$ cat src/rtl/bin_step_source.sv
// 4-bit natural-binary stimulus source: debounced up/down buttons, periodic
// auto-step and parallel load, with a one-cycle update flag for display latching.
module bin_step_source #(
    parameter int DEB_CYCLES = 50000,
    parameter int TICK_DIV   = 10000000,
    parameter int WRAP       = 1
) (
    input  logic       clk,
    input  logic       rst,
    input  logic       btn_up,
    input  logic       btn_dn,
    input  logic       auto_en,
    input  logic       auto_dir,
    input  logic       load,
    input  logic [3:0] load_val,
    output logic [3:0] bin,
    output logic       upd,
    output logic       at_max,
    output logic       at_min
);

    localparam int DW = (DEB_CYCLES > 2) ? $clog2(DEB_CYCLES) : 1;
    localparam int TW = (TICK_DIV > 2) ? $clog2(TICK_DIV) : 1;
    localparam logic [DW-1:0] DEB_LAST  = DW'(DEB_CYCLES - 1);
    localparam logic [TW-1:0] TICK_LAST = TW'(TICK_DIV - 1);

    // Index 0 is the up button, index 1 the down button.
    logic [1:0]         sync1_q, sync1_d;
    logic [1:0]         sync2_q, sync2_d;
    logic [1:0]         deb_level_q, deb_level_d;
    logic [1:0]         deb_prev_q, deb_prev_d;
    logic [1:0][DW-1:0] deb_cnt_q, deb_cnt_d;
    logic [TW-1:0]      tick_cnt_q, tick_cnt_d;
    logic [3:0]         bin_q, bin_d;
    logic               upd_q, upd_d;

    logic [1:0] step;
    logic       tick;
    logic [3:0] bin_inc, bin_dec;

    always_comb begin
        sync1_d     = {btn_dn, btn_up};
        sync2_d     = sync1_q;
        deb_prev_d  = deb_level_q;
        deb_level_d = deb_level_q;
        deb_cnt_d   = '0;
        // A level change is accepted only after DEB_CYCLES consecutive differing samples.
        for (int i = 0; i < 2; i++) begin
            if (sync2_q[i] != deb_level_q[i]) begin
                if (deb_cnt_q[i] == DEB_LAST) begin
                    deb_level_d[i] = sync2_q[i];
                end else begin
                    deb_cnt_d[i] = deb_cnt_q[i] + 1'b1;
                end
            end
        end
    end

    assign step = deb_level_q & ~deb_prev_q;

    always_comb begin
        tick       = 1'b0;
        tick_cnt_d = '0;
        if (auto_en) begin
            if (tick_cnt_q == TICK_LAST) begin
                tick = 1'b1;
            end else begin
                tick_cnt_d = tick_cnt_q + 1'b1;
            end
        end
    end

    always_comb begin
        bin_inc = bin_q + 4'd1;
        bin_dec = bin_q - 4'd1;
        if (WRAP == 0 && bin_q == 4'hF) bin_inc = bin_q;
        if (WRAP == 0 && bin_q == 4'h0) bin_dec = bin_q;
    end

    // Load beats button steps, which beat the auto tick; losers are dropped.
    always_comb begin
        bin_d = bin_q;
        if (load) begin
            bin_d = load_val;
        end else if (|step) begin
            if (step == 2'b01) bin_d = bin_inc;
            else if (step == 2'b10) bin_d = bin_dec;
        end else if (tick) begin
            bin_d = auto_dir ? bin_dec : bin_inc;
        end
        upd_d = (bin_d != bin_q);
    end

    always_ff @(posedge clk) begin
        if (rst) begin
            sync1_q     <= '0;
            sync2_q     <= '0;
            deb_level_q <= '0;
            deb_prev_q  <= '0;
            deb_cnt_q   <= '0;
            tick_cnt_q  <= '0;
            bin_q       <= '0;
            upd_q       <= 1'b0;
        end else begin
            sync1_q     <= sync1_d;
            sync2_q     <= sync2_d;
            deb_level_q <= deb_level_d;
            deb_prev_q  <= deb_prev_d;
            deb_cnt_q   <= deb_cnt_d;
            tick_cnt_q  <= tick_cnt_d;
            bin_q       <= bin_d;
            upd_q       <= upd_d;
        end
    end

    assign bin    = bin_q;
    assign upd    = upd_q;
    assign at_max = (bin_q == 4'hF);
    assign at_min = (bin_q == 4'h0);

endmodule

$ cat config.mk
export PLATFORM = sky130hd
export DESIGN_NAME = bin_step_source
export DESIGN_NICKNAME = d
export VERILOG_FILES = /design/src/rtl/bin_step_source.sv
export SDC_FILE = /design/constraint.sdc
export NUM_CORES = 1
export LEC_CHECK = 0
export ABC_CLOCK_PERIOD_IN_PS = 2500
export CAP_MARGIN = 15
export CORE_AREA = 2 2 109 111
export DETAILED_ROUTE_END_ITERATION = 16
export DIE_AREA = 0 0 111 113
export PLACE_DENSITY = 0.53
export REMOVE_ABC_BUFFERS = 1
export SLEW_MARGIN = 20
export SYNTH_ARGS = -nofsm -noshare
export SYNTH_HDL_FRONTEND = slang
export SYNTH_SLANG_ARGS = --single-unit
$ cat constraint.sdc
create_clock -name clk -period 2.5 [get_ports clk]
set_input_delay 0.75 -clock clk [delete_from_list [all_inputs] [get_ports clk]]
set_output_delay 0.75 -clock clk [all_outputs]
set_load 0.02 [all_outputs]
==> results.yml <==
synth:
  synth-main-ff-cell: "dfxtp_1"
  synthesis.area_um2: 3321
  netlist.area_leader.share_pct: 41.60
  synth_xor_xnor_area_share_pct: 14.77
  synth_compound_area_share_pct: 5.011
  synth_cell_types: 46
  avgSynthCellArea_um2: 8.558
  synth-simple-area-share_pct: 30.82
  synth_cells: 388
  synth_edf_count: 0
  synthMuxAreaShare_pct: 1.206
  synth_top_family_by_area: "simple AND/OR/NAND/NOR gates"
  synthTopCellsByCount: "78 x nor2_1, 69 x dfxtp_1, 34 x xnor2_1"
  ys_warn_count: 0
  synth_top_area_cell: "dfxtp_1"
  synth-seq-cells: 69
  synth_area_leaders: "dfxtp_1 42%, xnor2_1 9.0%, nor2_1 8.8%"
  synthAdderAreaFrac_pct: 1.884
  synth_most_common_cell: "nor2_1"
  synth_seq_area_share_pct: 41.60
  async_flop_share_pct: 0
placement:
  dpl.hpwl_mm: 4.576
  place_ws_ns: -0.2159
  routabilityCongestion: 0.8141
  port_buffers: 17
  placed_cells_incl_taps: 540
grt:
  met1_usage_pct: 13.54
  use_met2_pct: 18.49
  grt_busiest_layer: "met2"
  grt_overflow: 0
  gr-usage-met3_pct: 3.803
  antenna_found_initial: 0
  grt_max_degree: 25
  grt.total_usage_pct: 10.98
  grt_pass1_wl_mm: 11.46
  grt_pass1_vias: 2580
worst_hold_path:
  min_from: "sync1_q[0]"
  hold_path.class: "flop to flop"
timing:
  slew_viol_final: 0
  fin_crit_sh_pct: 96.31
  whs_ns: 0.4365
  layout_min_cycle_time_ns: 2.408
  worst_pin_slew_ns: 0.5646
  rsz0062_at_grt: "no"
  skew_ns: 0.004422
  slew_headroom_pct: 62.36
  hold_violations: 0
  fmax_ghz: 0.4153
  worst_slack_ns: 0.09229
  finalSetupViolCount: 0
clocking:
  cts_tree: "done"
  clk_latency_ns: 0.33
  holdBufCountCts: 0
  cts_buffer_depth: 2
  clock-root-buffer: "clkbuf_16"
  cts_htree_levels: 3
  cts.reportedPaths.clkPinSlew_ns: 0.06
  cts_made_buffers: 9
  clkSinkCount: 69
floorplan:
  core_um2: 11270
  pin_count: 18
  initial_core_util_pct: 29.46
  die_area_um2: 12540
  die_y_um: 113
  rows: 39
  dieWidth_um: 111
finish:
  layout-drive-gt1-share_pct: 8.232
  fin_cells: 556
  area_growth_pct: 19.25
  num-nets-final: 424
  n_antenna_cell: 0
drt:
  drc: 0
  detail_route.vias_per_cell: 4.669
  wl_per_cell_um: 11.54
  postRouteAntennaNets: 0
  first_iter_violations: 131
  vias: 2596
  drtPass1Iterations: 5
  wl_mm: 6.419
critical_path:
  crit_start: "auto_dir"
  r2r_start: "bin[1]"
  worstSetupPathType: "input port to flop"
  startpoint_type: "input port"
  cp.arrival_ns: 2.64
  cp-end-kind: "flop"
  worstPathMaxFanout: 2
  crit_required_ns: 2.73
pwr:
  power.density_nw_per_um2: 654.5
  ir_drop_mv: 0.3615
  leakage_uw: 0.001260
run_status:
  status: "finished, final reports clean"
flow_run:
  cap_violations: 0
==> worst max-delay path, cell delays in order <==
cell and delay (ns):
clkdlybuf4s50_1 0.48, or4b_2 0.59, a211oi_1 0.23, and4_1 0.26, nor3_1 0.07, o41ai_2 0.27
==> worst paths after layout <==
path / slack (ns) / endpoint / cells after the start
worst max-delay path: 0.09 / bin[3] / 6
worst min-delay path: 0.44 / sync2_q[0] / 1
worst max register to register: 0.38 / bin[3] / 6
worst min register to register: 0.44 / sync2_q[0] / 1
==> where the power goes <==
group / switching, uW / internal, uW / total [uW]
clock network: 478 / 875 / 1350
registers: 9.71 / 1110 / 1120
logic: 60.6 / 58.1 / 119
==> timing repair <==
item,4_1_cts,5_1_grt
setup endpoints to repair,2,0
endpoints found under the hold margin,0,0
resized for setup,4,0
setup buffers,0,0
==> state kept, by name (all words and copies together), names as in the netlist <==
signal and flops:
bin 4, deb_cnt_q 32, deb_level_q 2, deb_prev_q 2, sync1_q 2, sync2_q 2
tick_cnt_q 24, upd 1
==> cells by family (layout without fill, tap and decap cells) <==
family                   after synthesis  after routing
buffers and inverters                 31             56
adder cells (fa/ha/maj)                5              5
flip-flops                            69             69
XOR/XNOR                              56             56
AND/OR/NAND/NOR                      200            200
AO/OA/AOI/OAI                         23             23
multiplexers                           4              4
==> layer usage <==
metal / vias to the layer above / wire [um]
met5: - / 0
met4: 0 / 42
met3: 5 / 239
met2: 28 / 3016
met1: 1207 / 3120
li1: 1356 / -
==> metrics by stage <==
stage	area, um2	TNS [ns]	power (uW)	utilization, %
2_1_floorplan	3217	0	1199	-
3_5_place_dp	3633	-0.2159	1265	32.23
6_report	3960	0	2592	35.13
4_1_cts	3960	0	2640	35.13
3_3_place_gp	3633	-0.1656	1264	32.23
5_1_grt	3960	0	2696	35.13
==> final cells by class <==
cell class	instances	area (um2)
Timing Repair Buffer	26	235.2
Clock inverter	7	100.1
Inverter	14	52.55
Tap cell	143	178.9
Sequential cell	69	1383
Fill cell	1170	7312
Clock buffer	9	225.2
Multi-Input combinational cell	288	1785
==> layout by cell type, fill, tap and decap left out, drive strengths merged, types with 3 or more instances in the layout <==
master / n
nand3: 23
nand2: 24
nor3: 18
mux2i: 4
dfxtp: 69
nand2b: 3
or3: 7
clkinvlp: 3
clkbuf: 9
nor2: 78
inv: 14
nor2b: 8
or4: 3
xnor2: 34
ha: 5
and4: 4
nand3b: 3
buf: 9
xor2: 22
clkdlybuf4s50: 15
o41ai: 3
and3: 6
a21oi: 5
nand4: 11
nor4: 4
Power figures use the tool's default switching activity.
